===== src/rtl/ioctl_rom_streamer.sv =====
`default_nettype none
// ============================================================================
// Module      : ioctl_rom_streamer
// Description : Transmit side of the ioctl download interface. Converts a
//               valid/ready byte stream into ioctl_download / ioctl_wr /
//               ioctl_addr / ioctl_dout / ioctl_index traffic for a ROM
//               loader, honouring ioctl_wait back-pressure.
// Revision    : 1.0 - initial release
// ----------------------------------------------------------------------------
// Ports
//   clock, reset_n          : clock and asynchronous active-low reset
//   start, abort            : transfer request / terminate request
//   base_addr, length       : first address and byte count (0 = empty)
//   index_in                : ioctl_index value for the transfer
//   s_data/s_valid/s_ready  : byte source handshake
//   ioctl_*                 : download interface towards the core
//   busy, done, aborted     : transfer status
// ============================================================================
module ioctl_rom_streamer #(
  parameter int ADDR_W  = 25,
  parameter int WR_HOLD = 2,
  parameter int WR_GAP  = 2
) (
  input  logic              clock,
  input  logic              reset_n,
  input  logic              start,
  input  logic              abort,
  input  logic [ADDR_W-1:0] base_addr,
  input  logic [ADDR_W-1:0] length,
  input  logic [7:0]        index_in,
  input  logic [7:0]        s_data,
  input  logic              s_valid,
  output logic              s_ready,
  output logic              ioctl_download,
  output logic [7:0]        ioctl_index,
  output logic              ioctl_wr,
  output logic [ADDR_W-1:0] ioctl_addr,
  output logic [7:0]        ioctl_dout,
  input  logic              ioctl_wait,
  output logic              busy,
  output logic              done,
  output logic              aborted
);

  localparam int CNT_MAX = (WR_HOLD > WR_GAP) ? WR_HOLD : WR_GAP;
  localparam int CNT_W   = $clog2(CNT_MAX + 1);

  typedef enum logic [2:0] {
    S_IDLE   = 3'd0,
    S_ARM    = 3'd1,
    S_FETCH  = 3'd2,
    S_STROBE = 3'd3,
    S_GAP    = 3'd4,
    S_FINISH = 3'd5
  } state_t;

  state_t              state, state_nxt;
  logic [CNT_W-1:0]    cnt, cnt_nxt;
  logic [ADDR_W-1:0]   remaining, remaining_nxt;
  logic [ADDR_W-1:0]   addr_nxt;
  logic [7:0]          dout_nxt;
  logic [7:0]          index_nxt;
  logic                download_nxt;
  logic                wr_nxt;
  logic                done_nxt;
  logic                aborted_nxt;
  logic                abort_hit;
  logic                accept;

  // Abort only matters while a transfer is actually in progress.
  assign abort_hit = abort && (state != S_IDLE) && (state != S_FINISH);

  // Ready is suppressed by a pending abort so the source never believes a
  // byte was taken that the streamer is about to throw away.
  assign s_ready = (state == S_FETCH) && !ioctl_wait && !abort;
  assign accept  = s_ready && s_valid;

  always_comb begin
    state_nxt     = state;
    cnt_nxt       = cnt;
    remaining_nxt = remaining;
    addr_nxt      = ioctl_addr;
    dout_nxt      = ioctl_dout;
    index_nxt     = ioctl_index;
    download_nxt  = ioctl_download;
    wr_nxt        = ioctl_wr;
    done_nxt      = 1'b0;
    aborted_nxt   = 1'b0;

    case (state)
      S_IDLE: begin
        if (start) begin
          if (length != '0) begin
            state_nxt     = S_ARM;
            remaining_nxt = length;
            addr_nxt      = base_addr;
            index_nxt     = index_in;
            download_nxt  = 1'b1;
          end else begin
            // Empty transfer: report completion without touching download.
            state_nxt = S_FINISH;
            done_nxt  = 1'b1;
          end
        end
      end

      S_ARM: begin
        state_nxt = S_FETCH;
      end

      S_FETCH: begin
        if (accept) begin
          state_nxt = S_STROBE;
          dout_nxt  = s_data;
          wr_nxt    = 1'b1;
          cnt_nxt   = '0;
        end
      end

      S_STROBE: begin
        if (cnt == CNT_W'(WR_HOLD - 1)) begin
          state_nxt = S_GAP;
          wr_nxt    = 1'b0;
          cnt_nxt   = '0;
        end else begin
          cnt_nxt = cnt + CNT_W'(1);
        end
      end

      S_GAP: begin
        // Count saturates at the minimum gap; afterwards only ioctl_wait
        // keeps us here.
        if (cnt != CNT_W'(WR_GAP - 1)) begin
          cnt_nxt = cnt + CNT_W'(1);
        end else if (!ioctl_wait) begin
          remaining_nxt = remaining - ADDR_W'(1);
          addr_nxt      = ioctl_addr + ADDR_W'(1);
          if (remaining == ADDR_W'(1)) begin
            state_nxt    = S_FINISH;
            download_nxt = 1'b0;
            done_nxt     = 1'b1;
          end else begin
            state_nxt = S_FETCH;
          end
        end
      end

      S_FINISH: begin
        state_nxt = S_IDLE;
      end

      default: begin
        state_nxt    = S_IDLE;
        wr_nxt       = 1'b0;
        download_nxt = 1'b0;
      end
    endcase

    // Abort overrides whatever the state decided this cycle: strobe is cut,
    // address/count are left as they were.
    if (abort_hit) begin
      state_nxt     = S_FINISH;
      cnt_nxt       = cnt;
      remaining_nxt = remaining;
      addr_nxt      = ioctl_addr;
      dout_nxt      = ioctl_dout;
      index_nxt     = ioctl_index;
      download_nxt  = 1'b0;
      wr_nxt        = 1'b0;
      done_nxt      = 1'b1;
      aborted_nxt   = 1'b1;
    end
  end

  always_ff @(posedge clock or negedge reset_n) begin
    if (!reset_n) begin
      state          <= S_IDLE;
      cnt            <= '0;
      remaining      <= '0;
      ioctl_addr     <= '0;
      ioctl_dout     <= '0;
      ioctl_index    <= '0;
      ioctl_download <= 1'b0;
      ioctl_wr       <= 1'b0;
      done           <= 1'b0;
      aborted        <= 1'b0;
      busy           <= 1'b0;
    end else begin
      state          <= state_nxt;
      cnt            <= cnt_nxt;
      remaining      <= remaining_nxt;
      ioctl_addr     <= addr_nxt;
      ioctl_dout     <= dout_nxt;
      ioctl_index    <= index_nxt;
      ioctl_download <= download_nxt;
      ioctl_wr       <= wr_nxt;
      done           <= done_nxt;
      aborted        <= aborted_nxt;
      busy           <= (state_nxt != S_IDLE);
    end
  end

endmodule
`default_nettype wire


===== config.mk =====
export PLATFORM = sky130hd
export DESIGN_NAME = ioctl_rom_streamer
export DESIGN_NICKNAME = d
export VERILOG_FILES = /design/src/rtl/ioctl_rom_streamer.sv
export SDC_FILE = /design/constraint.sdc
export NUM_CORES = 1
export LEC_CHECK = 0
export BUFFER_PORTS_ARGS = -buffer_cell sky130_fd_sc_hd__buf_2
export CAP_MARGIN = 20
export CORE_MARGIN = 5
export CORE_UTILIZATION = 35
export CTS_CLUSTER_SIZE = 20
export DETAILED_ROUTE_END_ITERATION = 10
export PLACE_DENSITY_LB_ADDON = 0.12
export SLEW_MARGIN = 20
export SYNTH_ARGS = -nofsm -noshare
export SYNTH_HDL_FRONTEND = slang
export SYNTH_SLANG_ARGS = --single-unit

===== constraint.sdc =====
create_clock -name clock -period 3.5 [get_ports clock]
set_input_delay 0.35 -clock clock [delete_from_list [all_inputs] [get_ports clock]]
set_output_delay 0.35 -clock clock [all_outputs]
set_load 0.02 [all_outputs]

==> After elaboration in Yosys (flattened, before gate mapping) <==
Index checks and enable logic that the tools add are counted.
W data, S select, Z words.
{ "word_totals": {"inputBits": 72, "regBits": 76, "output_inout_bits": 47} }
{ "classes": {"n_reduce_logical": 21, "eq_ne": 24, "muxes": 42, "add_sub_neg": 3, "bitwise_logic": 1} }
{ "ops": {"columns": ["operator", "n"], "rows": [
  ["$mux W25", 8],
  ["$pmux W25 S2", 2],
  ["$add A25 B1 Y25 const B", 1],
  ["$eq A25 B1 Y1 const B", 1],
  ["$reduce_bool A25 Y1", 1],
  ["$sub A25 B1 Y25 const B", 1],
  ["$mux W3", 8],
  ["$ne A3 B3 Y1 const B", 8],
  ["$mux W1", 16],
  ["$pmux W3 S5", 1],
  ["$ne A2 B2 Y1 const B", 6],
  ["$reduce_and A6 Y1", 2],
  ["$reduce_bool A3 Y1", 3],
  ["$reduce_and A4 Y1", 2],
  ["$reduce_or A4 Y1", 2],
  ["$eq A3 B2 Y1 const B", 2],
  ["$eq A3 B3 Y1 const B", 2],
  ["$mux W2", 3],
  ["$ne A2 B1 Y1 const B", 3],
  ["$pmux W1 S3", 2],
  ["$pmux W2 S3", 1],
  ["$reduce_and A3 Y1", 2],
  ["$logic_and A1 B1 Y1", 5],
  ["$eq A3 B1 Y1 const B", 1],
  ["7 further kinds", 8]
]} }

==> Logic depth before layout (Yosys ltp) <==
Gate-level depths: netlist of the first run.
{ "logic_depth": {"depth_word": 8, "ltp_mapped": 9, "mapped_depth_nobuf": 7} }

==> Least setup slack after synthesis of the first run <==
Ideal clock, no wire load.
{ "synth_timing": {"path_kind": "reg-to-reg", "start": "reg cnt[0]", "end": "reg remaining[17]", "path_buffers": 2, "required_ns": 3.377, "stages_incl_launch_ff": 9, "setup_time_ns": 0.123, "period_less_slack_ns": 1.956, "path_slack_ns": 1.544, "arrival_time_ns": 1.832, "cell_sequence": "dfrtp_1 -> ha_1 -> and4bb_4 -> nand4b_1 -> o221ai_2 -> buf_6 -> buf_6 -> a21oi_2 -> a2bb2oi_2"} }
{ "synth_between": {"elab_chain_cells": 3} }
{ "synth_lines": {"columns": ["item", "line_no", "rtl"], "rows": [
  ["start: declaration", "58", "logic [CNT_W-1:0] cnt, cnt_nxt;"],
  ["start signal: assignment", "190", "cnt <= cnt_nxt;"],
  ["$ne A2 B1 Y1", "133", "if (cnt != CNT_W'(WR_GAP - 1)) begin"],
  ["$ne A2 B2 Y1 (no line)", null, null],
  ["$reduce_and A6 Y1 (no line)", null, null],
  ["end signal: assignment", "191", "remaining <= remaining_nxt;"],
  ["end: declaration", "59", "logic [ADDR_W-1:0] remaining, remaining_nxt;"]
]} }
No other way between the ends.
A chain may end at the register's enable or synchronous reset.

==> Worst setup path in the final report of the first run <==
{ "layout_timing": {"start": "reg cnt[1]", "end": "reg remaining[23]"} }
Same word-level chain as after synthesis.

==> summary.md, run 1 <==
| Metric | Value |
|---|---|
| Status | `complete, no violations` |
| Max Cap Violations | `0` |
| Inserted Clock Buffers | `9` |
| WP depth | `8` |
| Syn Area/Cell | `between 9 and 10 sq um` |
| Later-pin clock latency in the skew report | `340 ps` |
| Crit path required time | `3720 ps` |
| Period utilisation layout | `0.7228` |
| Cell Chain, Critical Path | `inv_1 -> ha_1 -> and4bb_4 -> nand4b_1 -> o221a_2 -> buf_12 -> o21ai_0 -> o2bb2ai_1` |
| Design Area, Final | `around 5600 sq um` |
| Layout cells sized above 1 | `0.3040` |
| Syn Std Cell Area | `4493 sq um` |
| Ranking of synthesized cells by area | `dfrtp_1, a21oi_1, mux2_2` |
| Root buf cell | `clkbuf_16` |
| Final slew viol count | `0` |
| Post-synth top cells | `dfrtp_1, a21oi_1, nand2_1, nor2_1, o21ai_0` |
| Num Clock Sinks | `76` |
| Drt initial violations | `284` |
| H-tree depth | `3` |
| Setup Total Neg Slack | `0 ps` |
| VDD IR max | `358.7 uV` |
| Setup Crit Path Kind | `register to register` |
| Area growth syn-to-layout | `23.92%` |
| Vias in the first global route | `4,198` |
| Power per cell area | `935.2 nW/um^2` |
| Netlist cell types | `63` |
| Worst-Margin Slew | `between 700 and 800 ps` |
| R2R cell count | `8` |
| CP max FO | `42` |
| CTS tree | `built` |
| Initial Utilization | `0.3560` |
| Post-cts resize count | `0` |
| Main synth FF type | `dfrtp_1` |
| Synth Warn # | `0` |
| Vias | `4,334` |
| DIE AREA | `15,200 sq um` |
| CP top delay family | `compound AO/OA/AOI/OAI gates` |
| Final hold vios | `0` |
| CP endpoint kind | `register` |
| Antenna diodes | `0` |
| I/O pins | `119` |
| Routed Antenna Nets | `0` |
| Core Area | `approximately 13,000 sq um` |
| Post-synth EDFFs | `0` |
| Startpoint types | `register` |
| Drt pass-1 iters | `5` |
| Dpl cell area | `approximately 5200 sq um` |
| Die Y | `between 100 and 150 microns` |
| Gpl congestion | `about 0.85` |
| Clk_skew | `6.435 ps` |
| Post-synth top area share | `0.4233` |
| End-of-flow core utilization | `0.4412` |
| Count leader, synth | `dfrtp_1` |
| Num rows | `41` |
| CTS max path bufs | `2` |
| First-pass GRT wire length | `around 22,000 microns` |
| Final setup viols | `0` |
| Post-DP HPWL | `9487 microns` |
| Seq/Total Area, Yosys | `0.4233` |
| Rel. slew slack | `0.4670` |
| Port bufs | `118` |
| Final global-route overflow total | `0` |
| CP bufs+invs | `2` |
| Max Fclk | `395.3 MHz` |
| Vias per std cell | `approximately 5.6` |
| Post-Syn Nets | `566` |
| Cells after synthesis | `489` |
| LEAKAGE | `0.002346 uW` |
| Final wirelength | `13,390 microns` |
| Nets@finish | `between 600 and 700` |
| Postcts setup bufs | `0` |
| Largest net degree at the start of global routing | `77` |
| Die extent in x | `123.3 microns` |
| Yosys top cell by area | `dfrtp_1` |
| Drt wl/cell | `17.30 microns` |
| Final min period | `about 2500 ps` |
| Hold/Removal Path Class | `input port to async pin` |
| CP peak stage delay | `around 570 ps` |
| RSZ-0062 raised after global routing | `no` |
| Post-synth ARST share | `1.000` |
| Clock-pin slew on the worst setup and hold paths | `60 ps` |
| #FFs+latches synth | `76` |
| Post-CTS Hold Buffers | `0` |
| Worst path arrival time | `about 2800 ps` |
| DRC | `0` |
| Overall routing resource usage | `0.1832` |
| Number of antenna violations at the first check in global routing | `0` |
| Slowest CP cell | `o221a_2` |
[kinds of logic (layout without fill, tap and decap cells)]
group | count (synthesis) | count (layout) | synth area share
and+or+nand+nor | 178 | 178 | 0.2219
AOI/OAI and AO/OA | 171 | 171 | 0.2467
DFF | 76 | 76 | 0.4233
buffers and inverters | 39 | 152 | 0.04511
muxes | 19 | 19 | 0.04706
adders and majority gates | 5 | 5 | 0.01392
xor gates and xnor gates | 1 | 1 | 0.001950
[routing by layer]
| metal | wire (microns) | up-vias | global-route usage |
|---|---|---|---|
| met2 | 6009 | 134 | 0.2759 |
| met1 | 6310 | 2093 | 0.2573 |
| li1 | - | 2092 | - |
| met5 | 0 | - | 0 |
| met3 | 838 | 15 | 0.04026 |
| met4 | 231 | 0 | 0.06990 |
[layout make-up]
class | instances | area (sq um)
Clock buffer | 9 | 225.2
Clock inverter | 7 | 98.84
Fill cell | 1285 | 7052
Inverter | 10 | 37.54
Multi-Input combinational cell | 374 | 2407
Sequential cell | 76 | 1902
Tap cell | 172 | 215.2
Timing Repair Buffer | 126 | 681.9
[power by group]
| group | switching [uW] | internal, uW | leakage [uW] |
|---|---|---|---|
| Sequential | 486 | 1290 | 0.000905 |
| Clock | 389 | 629 | 0.000156 |
| Combinational | 1470 | 942 | 0.00128 |
[cells in the final DEF, fill, tap and decap left out, types with 6 or more instances in the layout]
| cell | n |
|---|---|
| nor4_1 | 8 |
| mux2_2 | 17 |
| buf_4 | 6 |
| a21oi_1 | 59 |
| o21ai_0 | 30 |
| dfrtp_1 | 76 |
| inv_1 | 10 |
| nor3_1 | 9 |
| nand2_1 | 44 |
| buf_2 | 117 |
| or3_1 | 12 |
| nor2_1 | 31 |
| clkbuf_16 | 9 |
| a2bb2oi_1 | 18 |
| nand4_1 | 10 |
| nand3_1 | 22 |
| o22ai_1 | 19 |
[registers in the layout (all words and copies together), names as in the netlist]
register / cells
busy: 1
ioctl_wr: 1
remaining: 25
done: 1
ioctl_download: 1
state: 3
ioctl_addr: 25
cnt: 2
ioctl_dout: 8
ioctl_index: 8
aborted: 1
[through the flow]
step	instances	hold WS, ps	total power [uW]	worst slack (ps)
global placement	758	485.6	4171	1050
floorplan	489	54.41	3441	1544
global route	774	118.8	5629	770.5
finish	774	22.38	5207	970.1
detailed placement	758	489.7	4212	1013
CTS	774	221.7	5261	1004
[path summary, 6_finish.rpt]
| check | start | to | slack (ps) |
|---|---|---|---|
| worst max-delay path | cnt[1] | remaining[23] | 970 |
| worst min-delay path | reset_n | remaining[14] | 20 |
| worst max register to register | cnt[1] | remaining[23] | 970 |
| worst min register to register | ioctl_dout[2] | ioctl_dout[2] | 500 |
| max in group asynchronous | reset_n | ioctl_dout[2] | 2930 |
| min in group clock | index_in[5] | ioctl_index[5] | 240 |
(Power assumes the default switching activity.)
==> run 2, diff against run 1 <==
Settings changed: ABC_AREA set to 1.
Clock period 3.5 ns to 2.4 ns, I/O delays scaled along.
==> run 2 against run 1 <==
  * Utilization decreased by 0.87 points
  * Clock-buffer cell count unchanged
  * Synthesized area increased by 15%
  * Critical endpoint is now remaining[19]
  * Hold slack improved by 89 ps
  * Wire length increased by 15%
  * Design area increased by 13%
  * Die area increased by 14%
  * Synthesized cell count increased by 70%
  * Via count increased by 24%
  * Sequential share of layout area decreased by 3.9 points
  * Highest routed layer unchanged
  * Largest power group unchanged
  * Final cell count increased by 47%
==> summary.md, run 2 <==
| Metric | Value |
|---|---|
| I/O pins | `119` |
| Num rows | `44` |
| Count leader, synth | `nand2_1` |
| Num Clock Sinks | `76` |
| Worst setup margin | `318.9 ps` |
| Port bufs | `118` |
| Final wirelength | `15,340 microns` |
| First-pass GRT wire length | `26,340 microns` |
| Vias | `5,355` |
| Crit path required time | `2690 ps` |
| Vias per std cell | `4.701` |
| RSZ-0062 raised after global routing | `no` |
| Routed Antenna Nets | `0` |
| Max Cap Violations | `0` |
| Nets@finish | `1,027` |
| DIE AREA | `17,330 sq um` |
| Later-pin clock latency in the skew report | `350 ps` |
| Post-Syn Nets | `908` |
| Drt initial violations | `362` |
| Final setup viols | `0` |
| DRC | `0` |
| Most frequent cells in the layout | `nand2_1, buf_2, nor2_1` |
| Post-synth top cells | `nand2_1, nor2_1, dfrtp_1, nand3_1, inv_1` |
| Worst path arrival time | `2370 ps` |
| Area growth syn-to-layout | `21.35%` |
| Status | `complete, no violations` |
| Post-DP HPWL | `11,430 microns` |
| Initial Utilization | `0.3564` |
| Global route hottest layer | `met2` |
| Power per cell area | `1264 nW/um^2` |
| CTS max path bufs | `2` |
| Drt pass-1 iters | `5` |
| Antenna diodes | `0` |
| Period utilisation layout | `0.8671` |
| Worst Hold Slack | `between 100 and 150 ps` |
| Met2 Use GR | `0.2861` |
| Cells after synthesis | `831` |
| H-tree depth | `3` |
| Gpl congestion | `around 0.85` |
| Vias in the first global route | `5,305` |
| Post-synth top area share | `0.3671` |
| Final hold vios | `0` |
| Worst slack at placement | `304.0 ps` |
| Worst-Margin Slew | `626.5 ps` |
| Rel. slew slack | `0.5808` |
| Met1 Usage GRT | `0.2483` |
| VDD IR max | `557.3 uV` |
| Clk_skew | `6.944 ps` |
| Synth Warn # | `0` |
| #FFs+latches synth | `76` |
| Largest net degree at the start of global routing | `54` |
| Final min period | `roughly 2100 ps` |
| Core Area | `roughly 15,000 sq um` |
| Met3 Resource Use GR | `0.04090` |
| CP max FO | `36` |
| Top Registers | `ioctl_addr (25), remaining (25)` |
| Post-synth EDFFs | `0` |
| Post-synth ARST share | `1.000` |
| Main synth FF type | `dfrtp_1` |
| Startpoint types | `register` |
| Number of antenna violations at the first check in global routing | `0` |
| Seq/Total Area, Yosys | `0.3671` |
| Setup Total Neg Slack | `0 ps` |
| Inserted Clock Buffers | `9` |
| Final global-route overflow total | `0` |
| Setup Crit Path Kind | `register to register` |
| Clock-pin slew on the worst setup and hold paths | `70 ps` |
| Ranking of synthesized cells by area | `dfrtp_1, nand2_1, nand3_1` |
| Layout cells sized above 1 | `0.1832` |
| Postcts setup bufs | `0` |
| Syn Area/Cell | `~6.2 sq um` |
| Drt wl/cell | `13.47 microns` |
| Die extent in x | `131.7 microns` |
| Max Fclk | `480.5 MHz` |
| Netlist cell types | `32` |
| CP endpoint kind | `register` |
| LEAKAGE | `about 0.0035 uW` |
| Syn Std Cell Area | `5180 sq um` |
| CTS tree | `built` |
| Hold/Removal Path Class | `input port to register` |
| Overall routing resource usage | `0.1812` |
| Yosys top cell by area | `dfrtp_1` |
| Die Y | `about 130 microns` |
| Most common cell after layout, fill and taps aside | `nand2_1` |
| Root buf cell | `clkbuf_16` |
| Final slew viol count | `0` |
[run 2: final timing paths]
path                                 from              to  slack, ps  cells after the start
max                              state[0]   remaining[19]        320                      8
min                             s_data[0]   ioctl_dout[0]        110                      2
max reg2reg                      state[0]   remaining[19]        320                      8
min reg2reg                ioctl_index[3]  ioctl_index[3]        470                      2
max in group asynchronous         reset_n   remaining[19]       1290                      3
min in group asynchronous         reset_n   remaining[10]        430                      2
[run 2: logic make-up (layout without fill, tap and decap cells)]
kind of cell / after synthesis / in the layout / share of synthesized area
xor+xnor: 10 / 10 / 0.01691
simple gates: 601 / 601 / 0.4686
flops: 76 / 76 / 0.3671
buf+inv: 97 / 221 / 0.07922
compound gates: 34 / 34 / 0.03865
fa+ha+maj: 5 / 5 / 0.01208
mux: 8 / 8 / 0.01739
[run 2: what timing repair did]
| item | in CTS | in global routing |
|---|---|---|
| hold endpoints to repair | 41 | 0 |
| hold buffers | 1 | 0 |
| gates resized for setup | 0 | 0 |
[run 2: power by group]
group	switching (uW)	leakage, uW	total, uW	internal (uW)
Sequential	687	0.000953	2560	1870
Clock	631	0.000143	1360	727
Combinational	2650	0.00239	4030	1380
[run 2: area by class of cell]
type	count	area, sq um
Inverter	73	274.0
Fill cell	1622	8248
Multi-Input combinational cell	658	2878
Sequential cell	76	1902
Clock buffer	9	225.2
Clock inverter	7	63.81
Timing Repair Buffer	132	713.2
Tap cell	184	230.2
[run 2: stage by stage]
stage	util	instances	power [uW]	cell area, sq um
finish	0.4325	1139	7947	6286
global route	0.4325	1139	8780	6286
CTS	0.4325	1139	8066	6286
detailed placement	0.4119	1122	6657	5987
global placement	0.4119	1122	6642	5987
floorplan	-	831	5400	5180
[run 2: metal layers]
metal  share of wire  vias to the layer above
met3           0.044                       14
met4           0.015                        0
met5               0                        -
met1            0.49                     2405
met2            0.45                      121
li1                -                     2815
[run 2: worst max-delay path, stage by stage (launching register included)]
cell,delay (ps)
dfrtp_1,430
nor2_2,140
nand2_1,160
o211ai_4,160
nand3_2,150
a21oi_4,340
buf_4,450
nand2_1,100
nand2_1,80
==> run 3, diff against run 2 <==
Settings changed: CORE_UTILIZATION 35 to 43.
==> run 3 against run 2 <==
  * Via count increased by 1.9%
  * Sequential share of layout area is essentially flat
  * Utilization grew 9.4 points
  * Global-route usage is 2.5 points higher
  * Final cell count decreased by 2.8%
  * Total power grew 0.24%
  * Worst setup slack lost 100 ps
  * Non-clock buffer count rose by 5
  * Die area fell by 17%
==> summary.md, run 3 (synthesis results as in run 2) <==
| Metric | Value |
|---|---|
| Max Fclk | `between 400 and 500 MHz` |
| Hold Crit Depth | `2` |
| R2r startpoint | `state[0]` |
| Setup Total Neg Slack | `0 ps` |
| Inserted Clock Buffers | `9` |
| DIE AREA | `~14,000 sq um` |
| Power share of the combinational group | `0.510` |
| Placed cells | `1,090` |
| Max Cap Violations | `0` |
| Status | `complete, no violations` |
| Cell Int Power | `around 4000 uW` |
| Largest net degree at the start of global routing | `54` |
| CP max FO | `31` |
| Overall routing resource usage | `0.2059` |
| Core Area | `11,910 sq um` |
| Drt initial violations | `437` |
| Cell Chain, Critical Path | `nor2_2 -> nand2_1 -> o211ai_4 -> nand3_2 -> a21oi_4 -> buf_4 -> nand2_1 -> nand2_1` |
| Final min period | `2184 ps` |
| I/O pins | `119` |
| CTS tree | `built` |
| CP dominant cell by count | `nand2_1` |
| WHS Endpoint | `ioctl_dout[3]` |
| Root buf cell | `clkbuf_16` |
| Final slew viol count | `0` |
| Vias in the first global route | `roughly 5,000` |
| Switching power | `a little under 4000 uW` |
| Worst path arrival time | `2470 ps` |
| Period utilisation layout | `0.9100` |
| Hold path startpoint | `s_data[3]` |
| Worst-Margin Slew | `900.4 ps` |
| Final hold vios | `0` |
| Crit path required time | `2690 ps` |
| Routed Antenna Nets | `0` |
| Top Registers | `ioctl_addr (25), remaining (25)` |
| Power per cell area | `1269 nW/um^2` |
| Drt pass-1 iters | `5` |
| Setup Crit Path Kind | `register to register` |
| Postcts setup bufs | `0` |
| Hold/Removal Path Class | `input port to register` |
| R2R cell count | `8` |
| CTS max path bufs | `2` |
| Slowest CP cell | `a21oi_4` |
| Area growth syn-to-layout | `21.18%` |
| Clock Power Share | `0.168` |
| Final global-route overflow total | `0` |
| Rel. slew slack | `0.3984` |
| DRC | `0` |
| Die extent in x | `119.8 microns` |
| Post-DP HPWL | `10,970 microns` |
| VDD IR max | `761.4 uV` |
| CP peak stage delay | `between 700 and 800 ps` |
| LEAKAGE | `~0.0035 uW` |
| Vias per std cell | `~4.9` |
| H-tree depth | `3` |
| Drt wl/cell | `13.16 microns` |
| R2R Setup Slk | `220 ps` |
| Sw Share | `0.4957` |
| Nets@finish | `between 1,000 and 1,500` |
| Gpl congestion | `a little over 0.9` |
| First-pass GRT wire length | `23,960 microns` |
| CP endpoint kind | `register` |
| Port bufs | `118` |
| Clock-pin slew on the worst setup and hold paths | `70 ps` |
| Num rows | `40` |
| Die Y | `between 100 and 150 microns` |
| Final setup viols | `0` |
| Most common cell after layout, fill and taps aside | `nand2_1` |
| Startpoint types | `register` |
| Final wirelength | `14,570 microns` |
| Layout cells sized above 1 | `0.1875` |
| Most frequent cells in the layout | `nand2_1, buf_2, nor2_1` |
| Non-filler cells, final | `approximately 1,100` |
| Num Clock Sinks | `76` |
| Reg power frac | `0.322` |
| Number of antenna violations at the first check in global routing | `0` |
| Vias | `approximately 5,500` |
| R2r endpoint | `remaining[10]` |
| Later-pin clock latency in the skew report | `350 ps` |
| RSZ-0062 raised after global routing | `no` |
| Fillers | `1,276` |
| Clk_skew | `8.080 ps` |
| Initial Utilization | `0.4349` |
| Antenna diodes | `0` |
## run 3: critical path: cells and delay by family (launching register included)
kind	cells	cell delay, ps
and+or+nand+nor	5	530
AOI/OAI and AO/OA	2	830
DFF	1	430
buffers and inverters	1	310
## run 3: power groups by stage
stage	logic, uW	registers (uW)	clock network (uW)
2_1_floorplan	2590	2810	0
3_3_place_gp	4050	2570	0
3_5_place_dp	4080	2570	0
4_1_cts	4110	2550	1370
5_1_grt	4630	2670	1420
6_report	4070	2560	1340
## run 3: layout make-up
cell class,count,area (sq um),area share
repair buffers,137,750.7,0.1196
flip-flops and latches,76,1902,0.3030
clock buffers,9,225.2,0.03588
well taps,147,183.9,0.02930
multi-input cells,658,2878,0.4584
inverters,73,274.0,0.04365
clock inverters,7,63.81,0.01017
## run 3: worst max-delay path by stage
| stage | from | endpoint | cells past startpoint | slack [ps] |
|---|---|---|---|---|
| global placement | state[0] | remaining[24] | 8 | 280 |
| floorplan | ioctl_addr[0] | ioctl_addr[18] | 10 | 740 |
| global route | state[0] | remaining[22] | 8 | 8 |
| CTS | state[0] | remaining[10] | 8 | 220 |
| detailed placement | state[0] | remaining[23] | 8 | 230 |
| finish | state[0] | remaining[10] | 8 | 220 |
## run 3: layer usage
metal,up-vias,wire (microns),global-route usage,part of all wire
met2,151,6579,0.3284,0.45
li1,2827,-,-,-
met4,0,116,0.03508,0.0080
met1,2469,6933,0.2866,0.48
met5,-,0,0,0
met3,8,936,0.05372,0.064
## run 3: metrics by stage
stage	instance area, sq um	util	hold WS (ps)	setup slack, ps	power (uW)
after floorplan	5180	-	-55.59	739.4	5400
after global placement	5978	0.5019	275.3	280.5	6623
after detailed placement	5978	0.5019	274.3	232.0	6650
after CTS	6277	0.5270	106.6	216.0	8028
after global routing	6277	0.5270	101.0	7.589	8721
final	6277	0.5270	119.3	215.9	7966
## run 3: timing repair
item,in CTS,in global routing
hold buffers,1,0
setup endpoints to repair,0,0
hold endpoints to repair,41,0
gates resized for setup,0,0
